$ cat config.mk
export PLATFORM = sky130hd
export DESIGN_NAME = bcd_entry_encoder
export DESIGN_NICKNAME = d
export VERILOG_FILES = /design/src/rtl/bcd_entry_encoder_pkg.sv /design/src/rtl/bcd_shift_step.sv /design/src/rtl/bcd_entry_encoder.sv
export SDC_FILE = /design/constraint.sdc
export NUM_CORES = 1
export LEC_CHECK = 0
export BUFFER_PORTS_ARGS = -buffer_cell sky130_fd_sc_hd__buf_2
export CAP_MARGIN = 20
export CORE_MARGIN = 4
export CORE_UTILIZATION = 33
export CTS_CLUSTER_DIAMETER = 40
export DETAILED_ROUTE_END_ITERATION = 8
export GPL_ROUTABILITY_DRIVEN = 0
export PLACE_DENSITY = 0.56
export SLEW_MARGIN = 20
export SYNTH_ARGS = -nofsm -noshare
export SYNTH_HDL_FRONTEND = slang
export SYNTH_SLANG_ARGS = --single-unit
$ cat constraint.sdc
create_clock -name clk -period 1.6 [get_ports clk]
set_input_delay 0.16 -clock clk [delete_from_list [all_inputs] [get_ports clk]]
set_output_delay 0.16 -clock clk [all_outputs]
set_load 0.03 [all_outputs]
$ cat src/rtl/bcd_entry_encoder_pkg.sv
// Shared definitions for the keypad number-entry block: FSM states, the
// dabble constants and the default geometry.
package bcd_entry_encoder_pkg;

    typedef enum logic [1:0] {
        IDLE = 2'd0,
        CONV = 2'd1,
        HOLD = 2'd2
    } entry_state_t;

    localparam logic [3:0] BCD_DIGIT_MAX = 4'd9;
    localparam logic [3:0] DABBLE_THRESH = 4'd8;
    localparam logic [3:0] DABBLE_ADJ    = 4'd3;

    localparam int DEF_DIGITS     = 3;
    localparam int DEF_OUT_W      = 8;
    localparam int DEF_CONV_STEPS = 10;

endpackage

$ cat src/rtl/bcd_shift_step.sv
// One reverse double-dabble iteration: shift {bcd, acc} right by one, then
// pull every BCD nibble that reached 8 back down by 3.
module bcd_shift_step
    import bcd_entry_encoder_pkg::*;
#(
    parameter int DIGITS = DEF_DIGITS,
    parameter int ACC_W  = DEF_CONV_STEPS
) (
    input  logic [4*DIGITS-1:0] bcd_in,
    input  logic [ACC_W-1:0]    acc_in,
    output logic [4*DIGITS-1:0] bcd_out,
    output logic [ACC_W-1:0]    acc_out
);

    logic [4*DIGITS-1:0] bcd_sh;

    assign {bcd_sh, acc_out} = {1'b0, bcd_in, acc_in[ACC_W-1:1]};

    for (genvar g = 0; g < DIGITS; g++) begin : g_nib
        logic [3:0] nib;
        assign nib = bcd_sh[4*g +: 4];
        assign bcd_out[4*g +: 4] = (nib >= DABBLE_THRESH) ? (nib - DABBLE_ADJ) : nib;
    end

endmodule

$ cat src/rtl/bcd_entry_encoder.sv
// Keypad digit/sign accumulator with a sequential BCD-to-binary conversion
// and a valid/ready result port toward the ALU operand registers.
module bcd_entry_encoder
    import bcd_entry_encoder_pkg::*;
#(
    parameter int DIGITS     = DEF_DIGITS,
    parameter int OUT_W      = DEF_OUT_W,
    parameter int CONV_STEPS = DEF_CONV_STEPS
) (
    input  logic                  clk,
    input  logic                  rst,
    input  logic [3:0]            key_digit,
    input  logic                  key_stb,
    input  logic                  key_neg,
    input  logic                  key_clr,
    input  logic                  key_ent,
    output logic [4*DIGITS-1:0]   entry_bcd,
    output logic [1:0]            digit_cnt,
    output logic                  busy,
    output logic [OUT_W-1:0]      bin,
    output logic                  sgn,
    output logic                  ovf,
    output logic                  out_valid,
    input  logic                  out_ready
);

    localparam int          BCD_W   = 4*DIGITS;
    localparam int unsigned BIN_MAX = (1 << OUT_W) - 1;

    entry_state_t          state, state_nx;
    logic [3:0]            step_cnt;
    logic [BCD_W-1:0]      sh_bcd, step_bcd;
    logic [CONV_STEPS-1:0] sh_acc, step_acc;
    logic                  sign_r;
    logic                  digit_ok, conv_done, accept, ovf_nx;
    logic [OUT_W-1:0]      bin_nx;

    bcd_shift_step #(.DIGITS(DIGITS), .ACC_W(CONV_STEPS)) u_step (
        .bcd_in  (sh_bcd),
        .acc_in  (sh_acc),
        .bcd_out (step_bcd),
        .acc_out (step_acc)
    );

    assign digit_ok  = key_stb && (key_digit <= BCD_DIGIT_MAX) && (32'(digit_cnt) < DIGITS);
    assign conv_done = (32'(step_cnt) == CONV_STEPS);
    assign accept    = out_valid && out_ready;
    assign ovf_nx    = (32'(sh_acc) > BIN_MAX);
    assign bin_nx    = ovf_nx ? '1 : OUT_W'(sh_acc);

    always_comb begin
        state_nx = state;
        if (key_clr) begin
            state_nx = IDLE;
        end else begin
            case (state)
                IDLE:    if (key_ent)   state_nx = CONV;
                CONV:    if (conv_done) state_nx = HOLD;
                HOLD:    if (accept)    state_nx = IDLE;
                default:                state_nx = IDLE;
            endcase
        end
    end

    always_ff @(posedge clk or negedge rst) begin
        if (!rst) begin
            state     <= IDLE;
            busy      <= 1'b0;
            step_cnt  <= '0;
            sh_bcd    <= '0;
            sh_acc    <= '0;
            sign_r    <= 1'b0;
            entry_bcd <= '0;
            digit_cnt <= '0;
            bin       <= '0;
            sgn       <= 1'b0;
            ovf       <= 1'b0;
            out_valid <= 1'b0;
        end else begin
            state <= state_nx;
            busy  <= (state_nx != IDLE);
            // Clear aborts everything but leaves the last result on bin/sgn/ovf.
            if (key_clr) begin
                entry_bcd <= '0;
                digit_cnt <= '0;
                sign_r    <= 1'b0;
                out_valid <= 1'b0;
            end else begin
                case (state)
                    IDLE: begin
                        if (key_neg) sign_r <= ~sign_r;
                        if (key_ent) begin
                            sh_bcd   <= entry_bcd;
                            sh_acc   <= '0;
                            step_cnt <= '0;
                        end else if (digit_ok) begin
                            entry_bcd <= {entry_bcd[BCD_W-5:0], key_digit};
                            digit_cnt <= digit_cnt + 2'd1;
                        end
                    end
                    CONV: begin
                        if (conv_done) begin
                            bin       <= bin_nx;
                            ovf       <= ovf_nx;
                            sgn       <= sign_r && (bin_nx != '0);
                            out_valid <= 1'b1;
                        end else begin
                            sh_bcd   <= step_bcd;
                            sh_acc   <= step_acc;
                            step_cnt <= step_cnt + 4'd1;
                        end
                    end
                    HOLD: begin
                        if (accept) begin
                            entry_bcd <= '0;
                            digit_cnt <= '0;
                            sign_r    <= 1'b0;
                            out_valid <= 1'b0;
                        end
                    end
                    default: ;
                endcase
            end
        end
    end

endmodule

# Word-level counts from Yosys, hierarchy flattened
# Cells that the tools add are included.
# Widths: inputs -> output; s select.
op_classes:
  add_sub_neg: 5
  order_cmp: 6
  eq_ne: 10
  n_mux: 35
  bitwise_logic: 2
  reduce_logical: 15
ops:
  columns: ["operator", "n"]
  rows:
  - ["$mux 12", 6]
  - ["$pmux 12 s2", 2]
  - ["$mux 10", 2]
  - ["$mux 4", 5]
  - ["$pmux 10 s2", 1]
  - ["$mux 2", 8]
  - ["$ne 3x3->1 const B", 5]
  - ["$gt 10x8->1 const B", 1]
  - ["$reduce_and 3->1", 3]
  - ["$ge 4x4->1 const B", 2]
  - ["$mux 8", 1]
  - ["$pmux 4 s2", 1]
  - ["$reduce_and 4->1", 2]
  - ["$reduce_bool 8->1", 1]
  - ["$sub 4x2->4 const B", 2]
  - ["$pmux 2 s3", 1]
  - ["$reduce_bool 3->1", 2]
  - ["$mux 1", 5]
  - ["$add 4x1->4 const B", 1]
  - ["$eq 4x4->1 const B", 1]
  - ["$ge 3x4->1 const B", 1]
  - ["$le 4x4->1 const B", 1]
  - ["$logic_and 1x1->1", 4]
  - ["$ne 2x2->1 const B", 2]
  - ["other kinds (10)", 13]
word_totals:
  register_bits: 55
  inputBits: 11
  out_inout_bits: 26
  elab_cells: 85

# Longest topological paths before layout
# Gate-level depths: netlist (run 1).
depth:
  depth_word: 7
  depth_mapped: 7
  depth_no_buf: 6

# Cells and area by module
# From an unflattened synthesis (run 1), not the netlist that was laid out.
unflattened:
  hier_cells: 281
  area_unflattened_um2: 3040.4
modules_own_cells:
  columns: ["mod", "instances", "cells_per_inst", "area_each_um2", "seq_area_each_um2"]
  rows:
  - ["bcd_entry_encoder", 1, 244, 2778.9, 1376.3]
  - ["bcd_shift_step", 1, 37, 261.5, 0.0]

# Worst setup path after synthesis (run 1)
# Ideal clock, no wire load.
synth_timing:
  path_kind: "flip-flop to flip-flop"
  start: "register digit_cnt[0]"
  end: "register entry_bcd[7]"
  setup_time_ns: 0.079
  arrival_ns: 1.686
  t_required_ns: 1.521
  setup_slack_ns: -0.166
  stages_incl_launch_ff: 7
  n_path_buf: 1
  period_less_slack_ns: 1.766
  path_cell_list: "dfrtp_1 -> ha_1 -> nor2_1 -> nand3_1 -> a211oi_4 -> buf_6 -> mux2i_1"
synth_via:
  elab_chain_len: 4
synth_rtl:
  columns: ["element", "line_no", "text"]
  rows:
  - ["start, declared", "bcd_entry_encoder.sv:18", "output logic [1:0] digit_cnt,"]
  - ["start signal, assigned", "bcd_entry_encoder.sv:98", "digit_cnt <= digit_cnt + 2'd1;"]
  - ["$lt 2x2->1", "bcd_entry_encoder.sv:45", "assign digit_ok = key_stb && (key_digit <= BCD_DIGIT_MAX) && (32'(digit_cnt) < DIGITS);"]
  - ["$logic_and 1x1->1", "bcd_entry_encoder.sv:45", null]
  - ["$ne 3x3->1 (no source line)", null, null]
  - ["$reduce_and 4->1 (no source line)", null, null]
  - ["end signal, assigned", "bcd_entry_encoder.sv:97", "entry_bcd <= {entry_bcd[BCD_W-5:0], key_digit};"]
  - ["end, declared", "bcd_entry_encoder.sv:17", "output logic [4*DIGITS-1:0] entry_bcd,"]
# Every way passes these cells.
# A chain may end at the register's enable or synchronous reset.

# Final worst setup path (run 1)
layout_timing:
  start: "register digit_cnt[0]"
  end: "register digit_cnt[0]"
layout_via:
  elab_chain_len: 5
  elab_cells_between_ends: 9
  cone_classes: "add/sub: 1; order compare: 1; eq/ne: 1; mux: 4; reduce/logical: 2"
layout_rtl:
  columns: ["element", "line_no", "text"]
  rows:
  - ["$add 2x1->2", "bcd_entry_encoder.sv:98", null]
  - ["$mux 2", "bcd_entry_encoder.sv:96", "end else if (digit_ok) begin"]
  - ["$mux 2", "bcd_entry_encoder.sv:92", "if (key_ent) begin"]
  - ["$pmux 2 s2", "bcd_entry_encoder.sv:89", "case (state)"]
  - ["$mux 2", "bcd_entry_encoder.sv:83", "if (key_clr) begin"]
# Parallel ways exist; a longest one is shown, timed or not. The select of a mux whose other input is x is not followed.

==> results.md, run 1 <==
- Dividing total power by cell area gives a power density of 1110 mW/mm^2.
- By area the synthesized netlist is led by sky130_fd_sc_hd__dfrtp_1 (53%), sky130_fd_sc_hd__nand2_1 (7.2%), sky130_fd_sc_hd__mux2i_1 (6.6%).
- The number of cells on the worst hold path is 3.
- The startpoint identified for the worst hold timing path is key_digit[2].
- The number of global-route vias before repair was 1920.
- The run finished, with violations left.
- The number of endpoints with negative hold slack in the final report is 0.
- The initial utilization of the core area, before any placement, comes to 33.8%.
- Summed over all layers, the global routing overflow is 0.
- TritonCTS built the clock tree.
- Dividing the final minimum period by the clock period gives 101%.
- Detailed routing inserted a total of 1932 vias.
- After the flow finishes, the layout carries non-filler instances totaling a little over 400.
- The end point of the worst hold path is entry_bcd[2].
- Summing every instance area after synthesis gives 0.00260 sq mm.
- The number of levels the H-tree was split into is 2.
- The worst reg-to-reg path cell count is 6.
- The number of warnings issued by yosys is 0.
- For the worst setup path, the data arrival time is approximately 1.9 ns.
- The cell row count is 32.
- The leakage power total is 1.61 nW.
- The final reports fail on setup timing.
- Using the TritonRoute via totals, the vias-per-cell ratio works out to 4.67.
- The number of distinct library cell variants in the gate-level netlist after synthesis is 36.
- For the pin with the worst max-slew slack, the measured transition is 0.411 ns.
- In this run, the number of DRC markers left after iteration 0 of detailed routing was around 100.
- The first-pass iteration count of the detailed router is 4.
- The share of power burned in registers is 50.1%.
- Clock skew on the completed layout was measured at 0.0114 ns.
- The critical path startpoint category is a flip-flop.
- Timing would allow up to just over 600 MHz.
- The worst flop-to-flop path endpoint is digit_cnt[0].
- The number of antenna violations at the first check in global routing is 0.
- At the later pin of the worst-skew pair, clock insertion delay measures 0.30 ns.
- The global-route total usage across every layer is 12.5%.
- The die width is 96.7 um.
- During placement, the flow inserted port buffers numbering 36.
- The number of remaining DRC errors is 0.
- The final-report setup violation count is 5.
- Counting the buffers created by CTS gives 5.
- The highest ir drop seen on vdd is 0.000526 V.
- The net load switching power is 1.13 mW.
- Counting flops with an async set or reset pin after synthesis yields a share of 100%.
- The area growth from synthesis to final layout is 22.9%.
- Setup repair after global routing could not meet its margin everywhere.
- The clock passes through at most 2 buffers.
- The startpoint identified for the worst register-to-register timing path is digit_cnt[0].
- The wire length after detailed routing is 5650 um.
- The launching element of the worst setup path is digit_cnt[0].
- The total inserted antenna cells is 0.
- When the netlist entered floorplanning its net count stood at 279.
- The internal power summed over all cells is around 2.4 mW.
- The flip-flop and latch count after synthesis is 55.
- The count of pins over their slew limit is 0.
- Leaving out fill and tap cells, the most frequent cell in the layout is sky130_fd_sc_hd__dfrtp_1.
- The final HPWL from detailed placement is 3920 um.
- The tightest min-delay check is of the input port to flip-flop type.
- Leaving out fill and tap cells, the most frequent cells in the layout are sky130_fd_sc_hd__dfrtp_1 (52), sky130_fd_sc_hd__nand2_1 (50), sky130_fd_sc_hd__buf_2 (36).
- The wire length of the first global-routing pass is 9690 um.
- Prior to clock tree synthesis, the placed netlist has a worst setup slack of 0.0510 ns.
- The clock root buffer is sky130_fd_sc_hd__clkbuf_8.
- Of the total power, combinational logic draws about a quarter.
- Net switching is 32.0% of the power.
- The predominant post-synthesis flop cell is sky130_fd_sc_hd__dfrtp_1.
- In this run the register-to-register setup slack is -0.01 ns.
- The pin count of the biggest net entering global routing is 56.
- Along the worst path, the maximum fanout reaches 7.
- The clock network burns approximately 25% of the power.
- The fraction of the yosys area taken by sequential cells is a little over half.
- Once detail routing completed, the nets flagged for antenna violations numbered 0.
- Dividing the detail-routed wire length by the instance count gives 13.7 um.
- After layout, the worst setup slack is -0.0140 ns.
- The worst setup path is of the flip-flop to flip-flop kind.
- The average size of a mapped cell is 9.95 sq um.
- Measured along the y axis, the die boundary spans 96.7 um.
- The clock transition at the registers of the reported paths is approximately 0.1 ns.
- The net total in the final layout is 330.
- The critical path capture point type is a flip-flop.
- The worst path required time is 1.83 ns.
- The floorplan step defined a core boundary enclosing between 0.007 and 0.008 sq mm.
- Cells with a size suffix above 1 make up 23.7% of the layout.
- The minimum period implied by the final worst setup slack is 1.61 ns.
- Counting flops with a built-in enable in the synthesized netlist gives 0.
- The total placed cells including tap cells is ~400.
- The synthesized design spends more area on one cell type than any other, namely sky130_fd_sc_hd__dfrtp_1.
- The instance count of the mapped netlist is between 200 and 300.
- Headroom to the max-slew limit came out at 72.4%.
- Max-cap violations in this run came to 0.
- CTS saw 55 sinks.
- The full die area is 0.00935 sq mm.
- Power comes to 3.54 mW.
- During I/O placement, the number of pins put on the boundary was 37.
- The synthesized design devotes to its leading area cell type 53.0% of total area.
critical path, stage by stage (launching register included):
cell and delay, ns:
sky130_fd_sc_hd__dfrtp_2 0.45, sky130_fd_sc_hd__ha_4 0.17, sky130_fd_sc_hd__nor2_4 0.07, sky130_fd_sc_hd__nand3_2 0.09, sky130_fd_sc_hd__a211oi_4 0.35, sky130_fd_sc_hd__clkbuf_16 0.23, sky130_fd_sc_hd__mux2i_1 0.18
power by group through the flow:
stage	Sequential (mW)	Combinational, mW	Clock [mW]
after CTS	1.76	0.829	0.924
after global routing	1.80	0.988	0.977
after global placement	1.78	0.806	0
final	1.77	0.870	0.897
after floorplan	1.86	0.461	0
after detailed placement	1.78	0.825	0
cells by family (layout without fill, tap and decap cells):
| group | after synthesis | count (layout) | synth area share, % |
|---|---|---|---|
| mux | 17 | 17 | 6.55 |
| xor+xnor | 6 | 6 | 2.02 |
| simple gates | 101 | 101 | 18.2 |
| flops | 55 | 55 | 53.0 |
| buf+inv | 33 | 84 | 5.83 |
| fa+ha+maj | 7 | 7 | 3.37 |
| compound gates | 42 | 42 | 11.1 |
synth_stat cells, types with 3 or more instances:
cell type / number
sky130_fd_sc_hd__a22oi_1: 4
sky130_fd_sc_hd__buf_6: 3
sky130_fd_sc_hd__nor2_1: 18
sky130_fd_sc_hd__ha_1: 7
sky130_fd_sc_hd__inv_1: 22
sky130_fd_sc_hd__dfrtp_1: 55
sky130_fd_sc_hd__o21ai_0: 7
sky130_fd_sc_hd__o21ai_1: 8
sky130_fd_sc_hd__xnor2_1: 4
sky130_fd_sc_hd__nand2_1: 50
sky130_fd_sc_hd__o22a_1: 6
sky130_fd_sc_hd__a21oi_1: 7
sky130_fd_sc_hd__clkbuf_1: 4
sky130_fd_sc_hd__buf_2: 4
sky130_fd_sc_hd__nand3_1: 17
sky130_fd_sc_hd__mux2i_1: 17
final cells by class:
| class | count | area [sq um] |
|---|---|---|
| fillers | 782 | 4490 |
| flip-flops and latches | 55 | 1380 |
| inverters | 22 | 82.6 |
| clock inverters | 1 | 30.0 |
| repair buffers | 55 | 397 |
| well taps | 102 | 128 |
| multi-input cells | 173 | 1100 |
| clock buffers | 6 | 72.6 |
layer usage:
metal,vias to the layer above,track usage [%],share of wire [%]
li1,975,-,-
met1,925,18.0,51
met2,28,18.9,45
met3,4,2.02,2.6
met4,0,4.43,1.4
met5,-,0,0
state kept, by name, indices dropped and copies added, names as in the netlist:
name	count
sh_acc	10
ovf	1
out_valid	1
busy	1
entry_bcd	12
state	2
sh_bcd	12
sgn	1
sign_r	1
digit_cnt	2
step_cnt	4
bin	8
how the worst max path moves through the flow:
stage / endpoint / slack, ns
after floorplan: digit_cnt[0] / -0.06
final: digit_cnt[0] / -0.01
after CTS: entry_bcd[11] / 0.006
after detailed placement: entry_bcd[11] / 0.05
after global routing: entry_bcd[5] / -0.11
after global placement: entry_bcd[11] / 0.1
metrics by stage:
stage                     instance area (sq um)  hold WS [ns]  setup TNS (ns)  util (%)
final                                      3190        0.0902         -0.0318      41.5
after floorplan                            2600        -0.136          -0.568         -
after detailed placement                   3000         0.181               0      39.0
after global placement                     3000         0.183               0      39.0
after global routing                       3190        0.0884           -1.12      41.5
after CTS                                  3110        0.0793               0      40.4
what timing repair did:
action | CTS | global route
endpoints found under the hold margin | 55 | 0
hold buffers | 1 | 0
endpoints found under the setup margin | 0 | 21
buffers inserted | 0 | 3
resized for setup | 0 | 8
No activity file was read; power rests on OpenSTA's default activity.
==> inputs of run 2 (changes only) <==
--- a/config.mk
+++ b/config.mk
@@ -7,12 +7,15 @@
 export LEC_CHECK = 0
 export BUFFER_PORTS_ARGS = -buffer_cell sky130_fd_sc_hd__buf_2
 export CAP_MARGIN = 20
+export CELL_PAD_IN_SITES_DETAIL_PLACEMENT = 0
+export CELL_PAD_IN_SITES_GLOBAL_PLACEMENT = 1
+export CORE_ASPECT_RATIO = 0.6
 export CORE_MARGIN = 4
 export CORE_UTILIZATION = 33
 export CTS_CLUSTER_DIAMETER = 40
 export DETAILED_ROUTE_END_ITERATION = 8
 export GPL_ROUTABILITY_DRIVEN = 0
-export PLACE_DENSITY = 0.56
+export PLACE_DENSITY = 0.67
 export SLEW_MARGIN = 20
 export SYNTH_ARGS = -nofsm -noshare
 export SYNTH_HDL_FRONTEND = slang
==> constraint.sdc (replaced) <==
create_clock -name clk -period 1.6 [get_ports clk]
set_input_delay 0.16 -clock clk [delete_from_list [all_inputs] [get_ports clk]]
set_output_delay 0.16 -clock clk [all_outputs]
set_load 0.05 [all_outputs]
==> run 2 against run 1 <==
The flow now finishes without violations. Hold slack better by 0.015 ns. Wire length up 9.3%. Total power grew 11%. First-iteration DRC count fell by 9.6%. Clock power is 24% higher. Sequential share of layout area fell by 1.8 points. Highest routed layer unchanged. Non-clock buffer count grew 13. Via count is 2.5% higher. Design area is 4.5% higher. Setup slack improved by 0.059 ns. Register-to-register slack gained 0.06 ns. Maximum frequency is 3.8% higher.
==> results.md, run 2 (synthesis results as in run 1) <==
- The flow ran to the end, and the final reports show no timing, DRC or antenna violations.
- The startpoint of the most critical hold path is key_digit[0].
- The wire length of the first global-routing pass came to 10500 um (+8.5%).
- In this run the worst setup path begins at state[1].
- The wire length after detailed routing is 6180 um (+9.3%).
- The post-route total power was 3.91 mW (+11%).
- The cell row count is 24 (-25%).
- The worst setup path is of the flip-flop to flip-flop kind.
- The number of nets with antenna violations after routing is 0 (unchanged).
- The final design utilization is 44.8% (+3.3 points).
- The count of pins over their slew limit was 0 (unchanged).
- The number of buffers created by CTS is 5 (unchanged).
- The number of antenna violations at the first check in global routing is 0 (unchanged).
- The period utilization is 97.2% (-3.7 points).
- The relative slew slack is 76.7% (+4.4 points).
- The highest ir drop seen on vdd was 0.000587 V (+12%).
- The number of endpoints with negative hold slack in the final report is 0 (unchanged).
- The worst clock skew is 0.00591 ns (-0.00549 ns).
- The wire length per cell was 14.4 um (+5.3%).
- Setup repair after global routing could not meet its margin everywhere.
- In this run the worst hold path is classified as input port to flip-flop.
- STA classifies the critical path endpoint as a flip-flop.
- The core outline area came to 0.00745 sq mm (-3.1%).
- The worst-path maximum fanout is 8 (+1).
- The area growth from synthesis to final layout is 28.5%.
- The instance area at placement was 0.00304 sq mm (+1.5%).
- The critical path startpoint category is a flip-flop.
- The total vias in the final route is 1981 (+2.5%).
- The leakage power total is 1.69 nW (+5.3%).
- The count of clock tree sinks is 55 (unchanged).
- The final-report setup violation count came to 0 (-5).
- The net total in the final layout is 343 (+3.9%).
- The clock tree buffer depth was 2 (unchanged).
- The signal on the critical path passes through buf_6 > nor3b_4 > buf_6 > a21oi_4 > buf_6 > nor2_1 > a2bb2oi_1.
- The clock root buffer is sky130_fd_sc_hd__clkbuf_16.
- The pre-CTS setup slack is -0.436 ns (-0.487 ns).
- The y dimension of the die is 76.7 um (-21%).
- The largest registers in the layout are entry_bcd x12, sh_bcd x12, sh_acc x10.
- The clock network latency to the later pin of the worst-skew pair came to 0.29 ns (about the same).
- The remaining global-route overflow came to 0 (unchanged).
- The minimum hold slack is 0.105 ns (+0.0145 ns).
- The top achievable clock speed came to 643 MHz (+3.8%).
- The pin count of the biggest net entering global routing is 56 (unchanged).
- The transition at the pin with the smallest max-transition slack is 0.345 ns (-0.0653 ns).
- The number of buffers inserted by port buffering came to 36 (unchanged).
- The first-pass iteration count of the detailed router is 4 (unchanged).
- The library cells used most frequently in the layout, excluding fill and tap cells, are sky130_fd_sc_hd__dfrtp_1 (51), sky130_fd_sc_hd__nand2_1 (49), sky130_fd_sc_hd__buf_2 (36).
- The total of max-cap violations is 0 (unchanged).
- The minimum period implied by the final worst setup slack is 1.56 ns (-0.0588 ns).
- The worst register-to-register path begins at state[1].
- The areal power density over the cells was 1170 mW/mm^2 (+5.8%).
- The TritonCTS clock tree is yes.
- The full die area is 0.00940 sq mm (+0.49%).
- The clock transition at the registers of the reported paths is 0.07 ns (-0.03 ns).
- The global-route total usage across every layer was 14.3% (+1.8 points).
- The design area is 0.00334 sq mm (+4.5%).
- The mean number of vias per cell came to 4.61 (-1.3%).
- The starting DRC count in detailed routing came to 94 (-9.6%).
- The final HPWL from detailed placement is 4430 um (+13%).
- The worst path required time was 1.81 ns (-0.02 ns).
- The initial standard-cell utilization of the core was 34.9% (+1.1 points).
- The fraction of layout instances using a drive strength above 1 is 28.5% (+4.8 points).
- The die width is 123 um (+27%).
- The cell class contributing the biggest share of worst-path delay is flip-flops.
- The slack of the critical path came to 0.0448 ns (+0.0588 ns).
- The slowest stage cell on the critical path is sky130_fd_sc_hd__dfrtp_2.
- The data arrival time of the critical path is 1.77 ns (-0.08 ns).
- The most numerous cell type found on the critical path is sky130_fd_sc_hd__buf_6.
- The number of remaining DRC errors was 0 (unchanged).
- The boundary pin count was 37 (unchanged).
- The number of global-route vias before repair was 1954 (+1.8%).
- The total inserted antenna cells is 0 (unchanged).
- The longest individual stage delay on the worst path is 0.47 ns (+0.02 ns).
- The number of buffers and inverters on the critical path came to 3 (+2).
- The number of levels the H-tree was split into came to 2 (unchanged).
- The library cell used most frequently in the layout, excluding fill and tap cells, is sky130_fd_sc_hd__dfrtp_1.
## run 2: cell count changes in the layout (fill, tap and decap cells not counted), moves of 2 or more
cell | before | now
sky130_fd_sc_hd__clkbuf_8 | 5 | 0
sky130_fd_sc_hd__buf_6 | 1 | 7
sky130_fd_sc_hd__clkbuf_16 | 1 | 5
sky130_fd_sc_hd__buf_12 | 4 | 2
sky130_fd_sc_hd__buf_4 | 12 | 22
sky130_fd_sc_hd__inv_6 | 0 | 2
## run 2: worst paths after layout
check,endpoint,slack [ns],cells after the start
max in group asynchronous,state[1],0.93,3
hold / removal,entry_bcd[0],0.10,3
min in group asynchronous,entry_bcd[1],0.38,3
setup / recovery,sh_bcd[7],0.04,7
hold reg to reg,sh_acc[9],0.47,2
setup reg to reg,sh_bcd[7],0.04,7
## run 2: cell type report
type / count / area (sq um)
flip-flops and latches: 55 / 1380
fillers: 753 / 4110
clock inverters: 3 / 22.5
well taps: 104 / 130
inverters: 22 / 82.6
multi-input cells: 173 / 1120
repair buffers: 68 / 474
clock buffers: 5 / 125
## run 2: per-stage QoR
| stage | std cells | setup TNS (ns) |
|---|---|---|
| final | 430 | 0 |
| after global routing | 430 | -0.210 |
| after CTS | 424 | 0 |
| after detailed placement | 413 | -5.75 |
| after global placement | 413 | -5.06 |
| after floorplan | 261 | -1.14 |
## run 2: power by group
part | switching [mW] | leakage (nW) | internal, mW | total, mW
Sequential | 0.184 | 0.739 | 1.57 | 1.75
Combinational | 0.628 | 0.879 | 0.424 | 1.05
Clock | 0.518 | 0.0746 | 0.590 | 1.11
Total | 1.33 | 1.69 | 2.58 | 3.91
## run 2: what timing repair did
action	in CTS	in global routing
hold endpoints to repair	55	0
buffers inserted	2	6
setup endpoints to repair	27	41
gates resized for setup	6	15
pin swaps	1	7
hold buffers	1	0
## run 2: metal layers
| layer | share of wire [%] | routed length, um | GRT usage [%] | vias up |
|---|---|---|---|---|
| met5 | 0 | 0 | 0 | - |
| met4 | 0.83 | 51 | 4.02 | 0 |
| met3 | 3.7 | 229 | 3.60 | 5 |
| met2 | 38 | 2370 | 17.9 | 34 |
| met1 | 57 | 3530 | 23.4 | 944 |
| li1 | - | - | - | 998 |
## run 2: worst min-delay path, cell delays in order
cell,delay [ns]
sky130_fd_sc_hd__buf_2,0.10
sky130_fd_sc_hd__nand2_1,0.04
sky130_fd_sc_hd__mux2i_1,0.06
==> inputs of run 3 (changes only) <==
--- a/config.mk
+++ b/config.mk
@@ -15,7 +15,7 @@
 export CTS_CLUSTER_DIAMETER = 40
 export DETAILED_ROUTE_END_ITERATION = 8
 export GPL_ROUTABILITY_DRIVEN = 0
-export PLACE_DENSITY = 0.67
+export PLACE_DENSITY = 0.65
 export SLEW_MARGIN = 20
 export SYNTH_ARGS = -nofsm -noshare
 export SYNTH_HDL_FRONTEND = slang
==> constraint.sdc (replaced) <==
create_clock -name clk -period 1.9 [get_ports clk]
set_input_delay 0.19 -clock clk [delete_from_list [all_inputs] [get_ports clk]]
set_output_delay 0.19 -clock clk [all_outputs]
set_load 0.05 [all_outputs]
==> run 3 against run 2 <==
Cell count down 4.9%. Maximum frequency fell by 5.9%. Largest cell class unchanged. First-iteration DRC count is 5.3% lower. Global-route usage down 0.54 points. Wire length is 3.2% lower. Clock skew down 0.0016 ns. Hold slack better by 0.030 ns.
==> results.md, run 3 (synthesis results as in run 1) <==
- In the layout the commonest cells are sky130_fd_sc_hd__dfrtp_1 (55), sky130_fd_sc_hd__nand2_1 (50), sky130_fd_sc_hd__buf_2 (36).
- The design area is 0.00311 sq mm (-6.7%).
- The period utilization came to 87.0% (-10 points).
- The relative slew slack is 71.9% (-4.8 points).
- The number of buffers created by CTS is 5 (unchanged).
- The first-pass iteration count of the detailed router is 6 (+2).
- STA classifies the critical path endpoint as a flip-flop.
- The instance area at placement was 0.00293 sq mm (-3.8%).
- The number of endpoints with negative hold slack in the final report is 0 (unchanged).
- The critical path startpoint category is a flip-flop.
- The worst clock skew is 0.00428 ns (-0.00163 ns).
- TritonCTS built the clock tree.
- The y dimension of the die came to 76.7 um (unchanged).
- The boundary pin count is 37 (unchanged).
- The wire length after detailed routing is 5980 um (-3.2%).
- The transition at the pin with the smallest max-transition slack is 0.421 ns (+0.0754 ns).
- Setup repair after global routing left no endpoint under its margin.
- The highest ir drop seen on vdd is 0.000431 V (-27%).
- The combinational group share of total power is 22.6% (-4.3 points).
- The data arrival time of the critical path is 1.87 ns (+0.10 ns).
- The total vias in the final route is 1885 (-4.8%).
- The net total in the final layout is 322 (-6.1%).
- Compared with the post-synthesis result, the final layout area differs by 19.9%.
- The count of clock tree sinks is 55 (unchanged).
- The sum of negative setup slack was 0 ns (unchanged).
- The core outline area was 0.00745 sq mm (unchanged).
- The areal power density over the cells is 1070 mW/mm^2 (-8.7%).
- The pin count of the biggest net entering global routing was 56 (unchanged).
- The share of power burned in registers came to 44.6% (-0.2 points).
- The cell row count is 24 (unchanged).
- The final design utilization is 41.8% (-3.0 points).
- The top achievable clock speed came to 605 MHz (-5.9%).
- The class of the tightest hold or removal check is input port to flip-flop.
- The number of global-route vias before repair came to 1881 (-3.7%).
- The post-CTS setup buffer count was 0 (-2).
- The worst-path maximum fanout was 14 (+6).
- The clock tree buffer depth is 2 (unchanged).
- The number of buffers inserted by port buffering came to 36 (unchanged).
- In the final layout, the registers with the most flip-flops are entry_bcd x12, sh_bcd x12, sh_acc x10.
- The die width came to 123 um (unchanged).
- The clock network latency to the later pin of the worst-skew pair is 0.29 ns (about the same).
- The clock network fraction of total power was 32.8% (+4.5 points).
- The number of antenna violations at the first check in global routing is 0 (unchanged).
- The number of nets with antenna violations after routing is 0 (unchanged).
- The total of max-cap violations was 0 (unchanged).
- The minimum hold slack is 0.135 ns (+0.0302 ns).
- The remaining global-route overflow is 0 (unchanged).
- The wire length per cell is 14.6 um (+1.7%).
- The leakage power total came to 1.58 nW (-6.4%).
- The final HPWL from detailed placement is 4280 um (-3.4%).
- The clock transition at the registers of the reported paths is 0.07 ns (about the same).
- The global-route total usage across every layer is 13.8% (-0.54 points).
- The worst path required time is 2.11 ns (+0.30 ns).
- The tree is rooted in a sky130_fd_sc_hd__clkbuf_16.
- The total inserted antenna cells is 0 (unchanged).
- The internal power summed over all cells is 2.25 mW (-13%).
- The final-report setup violation count was 0 (unchanged).
- The category of the critical setup timing path is flip-flop to flip-flop.
- The initial standard-cell utilization of the core came to 34.9% (unchanged).
- The mean number of vias per cell was 4.61 (about the same).
- The fraction of layout instances using a drive strength above 1 was 19.7% (-8.9 points).
- The flow ran to the end, and the final reports show no timing, DRC or antenna violations.
- The minimum period implied by the final worst setup slack is 1.65 ns (+0.0984 ns).
- The count of pins over their slew limit is 0 (unchanged).
- The number of remaining DRC errors came to 0 (unchanged).
- The number of levels the H-tree was split into is 2 (unchanged).
- The net load switching power was 1.08 mW (-19%).
- The full die area is 0.00940 sq mm (unchanged).
- The switching share of power was 32.5% (-1.5 points).
- The wire length of the first global-routing pass is 10200 um (-3.4%).
- The number of gates resized after CTS was 0 (-6).
- The most common cell after layout, fill and taps aside is sky130_fd_sc_hd__dfrtp_1.
- The starting DRC count in detailed routing is 89 (-5.3%).
==> run 3: worst max-delay path, stage by stage, from the launching register on <==
cell	delay, ns
sky130_fd_sc_hd__dfrtp_1	0.41
sky130_fd_sc_hd__ha_1	0.20
sky130_fd_sc_hd__nor2_1	0.09
sky130_fd_sc_hd__nand3_1	0.13
sky130_fd_sc_hd__a211oi_4	0.24
sky130_fd_sc_hd__buf_4	0.29
sky130_fd_sc_hd__mux2i_1	0.21
==> run 3: layout make-up <==
cell class / count / area [sq um]
fill: 784 / 4330
sequential: 55 / 1380
multi-input combinational: 173 / 1070
timing repair buffer: 47 / 278
tap: 104 / 130
clock inverter: 2 / 38.8
inverter: 22 / 82.6
clock buffer: 6 / 139
==> run 3: stage by stage <==
step	setup WS [ns]	total power, mW	std cells
after floorplan	0.0226	2.03	261
after global placement	0.259	2.25	400
after detailed placement	0.264	2.26	400
after CTS	0.238	3.37	409
after global routing	0.132	3.51	409
final	0.246	3.33	409
==> run 3: per-layer routing <==
| metal | routed length (um) | up-vias | share of wire (%) | global-route usage (%) |
|---|---|---|---|---|
| met5 | 0 | - | 0 | 0 |
| met4 | 70 | 0 | 1.2 | 4.69 |
| met3 | 197 | 4 | 3.3 | 2.65 |
| met2 | 2240 | 33 | 38 | 16.7 |
| met1 | 3470 | 892 | 58 | 23.2 |
| li1 | - | 956 | - | - |
==> run 3: power by group through the flow <==
stage / clock network [mW] / registers, mW / logic, mW
final: 1.09 / 1.49 / 0.752
after floorplan: 0 / 1.64 / 0.389
after global placement: 0 / 1.51 / 0.748
after detailed placement: 0 / 1.51 / 0.755
after CTS: 1.12 / 1.49 / 0.762
after global routing: 1.17 / 1.51 / 0.826
==> run 3: worst paths after layout <==
| kind | from | end | slack (ns) | cells after the start |
|---|---|---|---|---|
| worst max-delay path | digit_cnt[0] | entry_bcd[9] | 0.25 | 6 |
| worst min register to register | ovf | ovf | 0.49 | 1 |
| max in group asynchronous | rst | bin[2] | 1.22 | 3 |
| min in group asynchronous | rst | entry_bcd[10] | 0.41 | 3 |
| worst min-delay path | key_digit[0] | entry_bcd[0] | 0.13 | 3 |
| worst max register to register | digit_cnt[0] | entry_bcd[9] | 0.25 | 6 |
==> run 3: repair_timing <==
item                                   in CTS  in global routing
endpoints found under the hold margin      55                  0
setup endpoints to repair                   0                  0
hold buffers                                1                  0
